[src/rtl/mips_pkg.sv]
// Shared definitions for the instruction-memory loader: FSM encoding, word geometry
// and the MIPS nop constant.
package mips_pkg;

    typedef logic [2:0] state_t;

    localparam logic [2:0] ST_IDLE  = 3'd0;
    localparam logic [2:0] ST_RECV  = 3'd1;
    localparam logic [2:0] ST_WRITE = 3'd2;
    localparam logic [2:0] ST_DONE  = 3'd3;
    localparam logic [2:0] ST_ERR   = 3'd4;

    localparam int          WORD_BYTES = 4;
    localparam logic [31:0] NOP_WORD   = 32'h0000_0000;

endpackage

[src/rtl/byte_to_word_packer.sv]
// Assembles a big-endian byte stream into 32-bit words; a short final word is
// zero-filled so the unused slots decode as MIPS nops.
module byte_to_word_packer
    import mips_pkg::*;
(
    input  logic        clk,
    input  logic        rst,
    input  logic        clear,
    input  logic        load,
    input  logic [7:0]  data,
    input  logic        last,
    output logic [31:0] word,
    output logic        word_full
);

    localparam logic [1:0] LAST_IDX = 2'(WORD_BYTES - 1);

    logic [1:0]  idx;
    logic [31:0] acc;

    always_comb begin
        word = acc;
        if (load) begin
            case (idx)
                2'd0:    word[31:24] = data;
                2'd1:    word[23:16] = data;
                2'd2:    word[15:8]  = data;
                default: word[7:0]   = data;
            endcase
        end
    end

    assign word_full = load && (last || idx == LAST_IDX);

    // NOTE: the accumulator restarts from the nop word for every new word, so lanes
    // after an early byte_last are already zero and need no separate fill step.
    always_ff @(posedge clk or posedge rst) begin
        if (rst) begin
            idx <= '0;
            acc <= NOP_WORD;
        end else if (clear || word_full) begin
            idx <= '0;
            acc <= NOP_WORD;
        end else if (load) begin
            idx <= idx + 2'd1;
            acc <= word;
        end
    end

endmodule

[src/rtl/instr_mem_loader.sv]
// Streams a byte image into instruction memory one word per write cycle and holds
// the MIPS core in reset until the whole image has landed.
module instr_mem_loader
    import mips_pkg::*;
#(
    parameter int ADDR_WIDTH  = 8,
    parameter int DEPTH_WORDS = 256
) (
    input  logic                  clk,
    input  logic                  rst,
    input  logic                  start,
    input  logic                  byte_valid,
    input  logic [7:0]            byte_data,
    input  logic                  byte_last,
    output logic                  byte_ready,
    output logic                  wr_en,
    output logic [ADDR_WIDTH-1:0] wr_addr,
    output logic [31:0]           wr_data,
    output logic                  cpu_rst,
    output logic                  busy,
    output logic                  done,
    output logic                  overflow_err
);

    localparam logic [ADDR_WIDTH:0] DEPTH_L = (ADDR_WIDTH + 1)'(DEPTH_WORDS);

    state_t                state;
    state_t                state_next;
    logic [ADDR_WIDTH-1:0] word_cnt;
    logic                  last_flag;
    logic                  accept;
    logic                  start_load;
    logic                  mem_full;
    logic [31:0]           word;
    logic                  word_full;

    assign accept     = byte_valid && byte_ready;
    assign start_load = start && (state == ST_IDLE || state == ST_DONE || state == ST_ERR);
    assign mem_full   = ({1'b0, word_cnt} + (ADDR_WIDTH + 1)'(1)) == DEPTH_L;

    byte_to_word_packer u_packer (
        .clk       (clk),
        .rst       (rst),
        .clear     (start_load),
        .load      (accept),
        .data      (byte_data),
        .last      (byte_last),
        .word      (word),
        .word_full (word_full)
    );

    always_comb begin
        state_next = state;
        case (state)
            ST_IDLE, ST_DONE, ST_ERR: begin
                if (start_load) state_next = ST_RECV;
            end
            ST_RECV: begin
                if (word_full) state_next = ST_WRITE;
            end
            ST_WRITE: begin
                if (last_flag)     state_next = ST_DONE;
                else if (mem_full) state_next = ST_ERR;
                else               state_next = ST_RECV;
            end
            default: state_next = ST_IDLE;
        endcase
    end

    // NOTE: every output is decoded from state_next and registered, so the outputs
    // change on the same edge as the state they describe, with no extra cycle of lag.
    always_ff @(posedge clk or posedge rst) begin
        if (rst) begin
            state        <= ST_IDLE;
            byte_ready   <= 1'b0;
            wr_en        <= 1'b0;
            wr_addr      <= '0;
            wr_data      <= NOP_WORD;
            cpu_rst      <= 1'b1;
            busy         <= 1'b0;
            done         <= 1'b0;
            overflow_err <= 1'b0;
            word_cnt     <= '0;
            last_flag    <= 1'b0;
        end else begin
            state        <= state_next;
            byte_ready   <= (state_next == ST_RECV);
            wr_en        <= (state_next == ST_WRITE);
            busy         <= (state_next == ST_RECV) || (state_next == ST_WRITE);
            done         <= (state_next == ST_DONE);
            overflow_err <= (state_next == ST_ERR);
            cpu_rst      <= (state_next != ST_DONE);

            if (start_load) begin
                word_cnt  <= '0;
                last_flag <= 1'b0;
            end else if (accept && byte_last) begin
                last_flag <= 1'b1;
            end

            if (state == ST_RECV && word_full) begin
                wr_addr <= word_cnt;
                wr_data <= word;
            end

            if (state == ST_WRITE && state_next == ST_RECV) begin
                word_cnt <= word_cnt + ADDR_WIDTH'(1);
            end
        end
    end

endmodule

[config.mk]
export PLATFORM = sky130hd
export DESIGN_NAME = instr_mem_loader
export DESIGN_NICKNAME = d
export VERILOG_FILES = /design/src/rtl/mips_pkg.sv /design/src/rtl/byte_to_word_packer.sv /design/src/rtl/instr_mem_loader.sv
export SDC_FILE = /design/constraint.sdc
export NUM_CORES = 1
export LEC_CHECK = 0
export ABC_AREA = 1
export BUFFER_PORTS_ARGS = -buffer_cell sky130_fd_sc_hd__buf_4
export CORE_MARGIN = 1
export CORE_UTILIZATION = 57
export CTS_CLUSTER_SIZE = 16
export DETAILED_ROUTE_END_ITERATION = 8
export PLACE_DENSITY = 0.82
export SYNTH_ARGS = -nofsm -noshare
export SYNTH_HDL_FRONTEND = slang
export SYNTH_HIERARCHICAL = 1
export SYNTH_SLANG_ARGS = --single-unit
[constraint.sdc]
create_clock -name clk -period 1.94 [get_ports clk]
set_input_delay 0.388 -clock clk [delete_from_list [all_inputs] [get_ports clk]]
set_output_delay 0.388 -clock clk [all_outputs]
set_load 0.02 [all_outputs]
**Yosys cells after proc, flatten, opt, wreduce, memory -nomap -nowiden**

Index checks and enable logic that the tools add are counted.

- Flip-flop bits (word level): 92
- Logic and storage cells: 65
- Bits of input ports: 13

- $add $sub $neg: 3
- Muxes and demuxes: 18
- Reductions and logical operators: 18
- Equality and inequality tests: 13

Operators with widths:

| operator | number |
|---|---|
| 32-bit two-way mux | 3 |
| 8-bit two-way mux | 6 |
| 3-bit by 2-bit == test with 1-bit output (second input constant) | 4 |
| 3-bit two-way mux | 4 |
| 8-bit by 1-bit adder with 9-bit output (second input constant) | 1 |
| 9-bit == test (second input constant) | 1 |
| 3-bit one-hot mux with 3 select lines | 1 |
| 8-bit by 1-bit adder with 8-bit output (second input constant) | 1 |
| 3-bit by 1-bit == test with 1-bit output (second input constant) | 2 |
| 3-bit == test (second input constant) | 2 |
| 1-bit logical AND | 6 |
| 2-bit nonzero test | 3 |
| 3-bit OR reduction | 2 |
| 1-bit logical OR | 5 |
| 2-bit == test (second input constant) | 2 |
| 2-bit two-way mux | 2 |
| 3-bit logical NOT | 1 |
| 3-bit by 2-bit != test with 1-bit output (second input constant) | 1 |
| 2-bit by 1-bit adder with 2-bit output (second input constant) | 1 |
| 2-bit by 1-bit == test with 1-bit output (second input constant) | 1 |
| 2-bit logical NOT | 1 |
| 1-bit two-way mux | 2 |

**Logic depth before layout (Yosys ltp)**

- Depth after elaboration: 9
- Depth in mapped cells: 12
- Depth with buffers taken out: 12

**Hierarchy**

Netlist, hierarchy kept.

Modules (own cells, without submodules):

| module | seq. area each (um^2) | instances | cells an instance | area each (um^2) |
|---|---|---|---|---|
| instr_mem_loader | 1,452.6 | 1 | 277 | 2,477.4 |
| byte_to_word_packer | 850.8 | 1 | 269 | 1,879.3 |

**Worst setup path after synthesis**

No wires, ideal clock.

- Kind: reg2reg
- From: reg byte_ready
- To: reg wr_addr[1]
- Setup slack: 0.313 ns
- Setup time: 0.117 ns
- Data arrival time: 1.510 ns
- Path buffers: 2
- Stages on the path, launching flop included: 12
- Required time: 1.823 ns
- Period minus slack after synthesis: 1.627 ns
- Cell sequence: dfrtp_1 -> nand2_1 -> inv_1 -> o21ai_1 -> inv_1 -> inv_1 -> nor4_4 -> buf_6 -> inv_4 -> buf_2 -> nand2_1 -> nand2_1

- Cells in the longest elaborated chain, start to end: 3

Ends and longest elaborated chain:

| element | line | source |
|---|---|---|
| start, declared | instr_mem_loader.sv:15 | `output logic byte_ready,` |
| start signal, assigned | instr_mem_loader.sv:87 | `byte_ready <= (state_next == ST_RECV);` |
| 1-bit logical AND | instr_mem_loader.sv:37 | `assign accept = byte_valid && byte_ready;` |
| named net accept | instr_mem_loader.sv:31 | `logic accept;` |
| 1-bit logical AND | byte_to_word_packer.sv:33 | `assign word_full = load && (last \|\| idx == LAST_IDX);` |
| named net word_full | instr_mem_loader.sv:35 | `logic word_full;` |
| 1-bit logical AND | instr_mem_loader.sv:101 | `if (state == ST_RECV && word_full) begin` |
| end signal, assigned | instr_mem_loader.sv:102 | `wr_addr <= word_cnt;` |
| end, declared | instr_mem_loader.sv:17 | `output logic [ADDR_WIDTH-1:0] wr_addr,` |

The timed path passes the listed nets, and every way through them passes these cells.
A chain may end at the register's enable or synchronous reset.

**Worst setup path after layout**

- From: reg u_packer.idx[1]
- To: reg word_cnt[6]

- Cells in the longest elaborated chain, start to end: 8
- Elaborated cells between the ends (all ways): 9
- Those cells by class: 2 x eq/ne; 3 x mux; 4 x reduce/logical

Ends and longest elaborated chain:

| element | line | source |
|---|---|---|
| start, declared | byte_to_word_packer.sv:18 | `logic [1:0] idx;` |
| start signal, assigned | byte_to_word_packer.sv:45 | `idx <= idx + 2'd1;` |
| 2-bit == test (*) | byte_to_word_packer.sv:33 |  |
| 1-bit logical OR (*) | byte_to_word_packer.sv:33 |  |
| 1-bit logical AND (*) | byte_to_word_packer.sv:33 |  |
| named net word_full | instr_mem_loader.sv:35 |  |
| 3-bit two-way mux (*) | instr_mem_loader.sv:59 | `if (word_full) state_next = ST_WRITE;` |
| 3-bit one-hot mux with 3 select lines (*) | instr_mem_loader.sv:54 | `case (state)` |
| 3-bit by 1-bit == test with 1-bit output (*) | instr_mem_loader.sv:106 | `if (state == ST_WRITE && state_next == ST_RECV) begin` |
| 1-bit logical AND (*) | instr_mem_loader.sv:106 |  |
| 8-bit two-way mux or 2-bit nonzero test (tied branches) | - |  |
| end signal, assigned | instr_mem_loader.sv:107 | `word_cnt <= word_cnt + ADDR_WIDTH'(1);` |
| end, declared | instr_mem_loader.sv:29 | `logic [ADDR_WIDTH-1:0] word_cnt;` |

The timed path passes the listed nets; every way through them passes the cells marked *.

==> flow_summary.ini <==
[place]
post-place-ws_ns = 0.0705
dp_hpwl_um = 6080
number_of_buffers_added_on_ports = 58
gp_routability_congestion = 0.805

[detailed_routing]
detail_routed_net_length_per_standard_cell_um = 12.8
vias_per_cell = 4.89
route.antenna.remaining_nets = 0
drc_errors = 0
number_of_violations_reported_at_the_end_of_detailed_routing_iteration_0 = 189
detailedRoute.firstPassIterationCount = 4
detailroute.via_count = 3469
wl_um = 9080

[run_status]
outcome = finished clean

[timing]
final-max-slew-violation-count = 0
finalHoldViolCount = 0
finalSetupViolCount = 0
setup_total_negative_slack_ns = 0
timing.hold.ws_ns = 0.0905
maxClockFrequency_mhz = 536
headroom_to_the_max_slew_limit_pct = 70.1
tightestPinTransition_ns = 0.448
final_min_period_over_clock_period_pct = 96.2
worst_slack_ns = 0.0731
clock-skew-final_ns = 0.0131
timing.final.crit_period_ns = 1.87

[global_routing]
antenna_found_initial = 0
largest_net_degree_at_the_start_of_global_routing = 47
grt_pass1_vias = 3225
grt_usage_pct = 24.6
overflow = 0
grt_pass1_wl_um = 14900

[clocking]
cts-buffers-inserted = 9
cts.path.max_buffers = 2
cts.sinks = 92
ctsRootBufferMaster = sky130_fd_sc_hd__clkbuf_8
cts.clk_slew.worst_paths_ns = 0.08
tritoncts = yes
worstSkewPairLatency_ns = 0.37
cts_htree_levels = 3

[critical_path]
setup.worst_path.class = register to register
crit_path_cell_trace = ha_1 > o21ai_1 > inv_1 > inv_1 > nor4_4 > buf_4 > nor2_4 > buf_4 > nand4_1 > nand2_1
setup.worst_path.end_class = register
critical_path.max_fanout = 9
crit_path_max_incr_delay_ns = 0.43
startpoint_type = register
timing.critical_path.arrival_ns = 2.16
crit_required_ns = 2.24
cp_slowest_cell = sky130_fd_sc_hd__dfrtp_1
regToRegSetupSlack_ns = 0.07

[pwr]
pwr-share-seq_pct = 40.3
power_switching_uw = 2700
power.ir.vdd_worst_mv = 0.869
combPwrFrac_pct = 41.5
p_int_uw = 4020
power_density_nw_per_um2 = 1330
power.share.clock_pct = 18.2
leak_pwr_uw = 0.00311
finalPower_uw = 6720
power.share.switching_pct = 40.2

[synth]
yosysWarnings = 6
postSynthAreaPerCell_um2 = 7.98
synth_ff_type = sky130_fd_sc_hd__dfrtp_1
syn_inst = 546
synthArstFlopShare_pct = 100
netlist_area_before_placement_um2 = 4360
synth-seq-area-share_pct = 52.9
post_synth_edffs = 0
synth.ff_latch_count = 92
synth_cell_type_count = 28
synth_fp_nets = 566

[layout]
layout.filler_cells = 590
most_common_cell_after_layout_fill_and_taps_aside = sky130_fd_sc_hd__nand2_1
num_antenna_cells = 0
layout-area-overhead-vs-synth_pct = 16.0
drive_above_1_share_pct = 16.6
nets = 625
layout.cells.most_common_list = 205 x sky130_fd_sc_hd__nand2_1, 93 x sky130_fd_sc_hd__inv_1, 89 x sky130_fd_sc_hd__dfrtp_1, 68 x sky130_fd_sc_hd__buf_4, 44 x sky130_fd_sc_hd__nand3_1

[die]
fp.dieH_um = 89.4
row_count = 31
die_w_um = 89.4
floorplan.core_area_um2 = 7330
initial_utilization_pct = 59.4
die-area_um2 = 8000
ios = 59

[flow_run]
max_cap_violations = 0

[hold_path]
worst_hold_path_type = input pin to async pin
[synthesized netlist by cell type, types with 4 or more instances]
cell                      instances  share of area [%]
sky130_fd_sc_hd__o21ai_1          5               0.57
sky130_fd_sc_hd__buf_2           12                1.4
sky130_fd_sc_hd__nand2_4          4                1.0
sky130_fd_sc_hd__ha_1             7                2.0
sky130_fd_sc_hd__buf_6            6                1.6
sky130_fd_sc_hd__dfrtp_1         91                 52
sky130_fd_sc_hd__nand4_1         11                1.6
sky130_fd_sc_hd__nand2_1        205                 18
sky130_fd_sc_hd__inv_1           94                8.1
sky130_fd_sc_hd__xor2_1           4               0.80
sky130_fd_sc_hd__nand3_1         44                5.1
sky130_fd_sc_hd__nor2_1          40                3.4
[cell type report]
class	instances	area, µm²	area share [%]
Clock buffer	13	139	2.75
Tap cell	99	124	2.45
Multi-Input combinational cell	335	1540	30.4
Sequential cell	92	2310	45.6
Inverter	97	369	7.30
Timing Repair Buffer	70	542	10.7
Clock inverter	3	40.0	0.792
[critical path: cells and delay by family (launching register included)]
| family | cells | cell delay (ns) |
|---|---|---|
| adders and majority gates | 1 | 0.22 |
| AOI/OAI and AO/OA | 1 | 0.21 |
| and+or+nand+nor | 4 | 0.40 |
| buffers and inverters | 4 | 0.53 |
| DFF | 1 | 0.43 |
[stage by stage]
| step | instance area, µm² | instances | util [%] |
|---|---|---|---|
| finish | 5050 | 709 | 69.0 |
| global route | 5050 | 709 | 69.0 |
| CTS | 5010 | 706 | 68.4 |
| detailed placement | 4830 | 690 | 65.9 |
| global placement | 4830 | 690 | 65.9 |
| floorplan | 4360 | 546 | - |
[power groups by stage]
| stage | clock, µW | combinational, µW | sequential (µW) |
|---|---|---|---|
| final | 1230 | 2790 | 2710 |
| after global routing | 1310 | 3120 | 2770 |
| after CTS | 1240 | 2710 | 2710 |
| after detailed placement | 0 | 2690 | 2740 |
| after global placement | 0 | 2620 | 2720 |
| after floorplan | 0 | 1610 | 3030 |
[flip-flops by register name, summed over array words and instances, names as in the netlist]
name and flops:
done 1, cpu_rst 1, u_packer/idx 2, wr_addr 8, word_cnt 8, byte_ready 1
wr_en 1, wr_data 32, last_flag 1, u_packer/acc 32, busy 1, state 3
overflow_err 1
[per-layer routing]
metal	routed length, µm	global-route usage [%]	share of wire (%)	vias to the layer above
met4	175	10.4	1.9	0
met5	0	0	0	-
li1	-	-	-	1740
met1	4110	33.4	45	1628
met3	381	3.51	4.2	15
met2	4410	39.8	49	86
[logic make-up (layout without fill, tap and decap cells)]
group                    Yosys count  in the layout  share of synthesized area (%)
AO/OA/AOI/OAI                     11             11                           1.38
XOR/XNOR                           4              4                          0.804
adder cells (fa/ha/maj)            7              7                           2.01
buffers and inverters            119            183                           12.2
flip-flops                        92             92                           52.9
AND/OR/NAND/NOR                  313            313                           30.8
[final timing paths]
kind,startpoint,endpoint,cells past startpoint
worst max-delay path,u_packer/idx[1]$_DFFE_PP0P_,word_cnt[6]$_DFFE_PP0P_,10
worst min-delay path,rst,wr_data[10]$_DFFE_PP0P_,3
worst max register to register,u_packer/idx[1]$_DFFE_PP0P_,word_cnt[6]$_DFFE_PP0P_,10
worst min register to register,wr_data[9]$_DFFE_PP0P_,wr_data[9]$_DFFE_PP0P_,2
max in group asynchronous,rst,u_packer/acc[31]$_DFFE_PP0P_,3
min in group clk,byte_last,last_flag$_DFFE_PP0P_,3
[what timing repair did]
item / in CTS / in global routing
hold buffers: 0 / 0
endpoints found under the setup margin: 0 / 49
gates resized for setup: 0 / 6
buffers inserted: 0 / 3
Power figures use the tool's default switching activity.
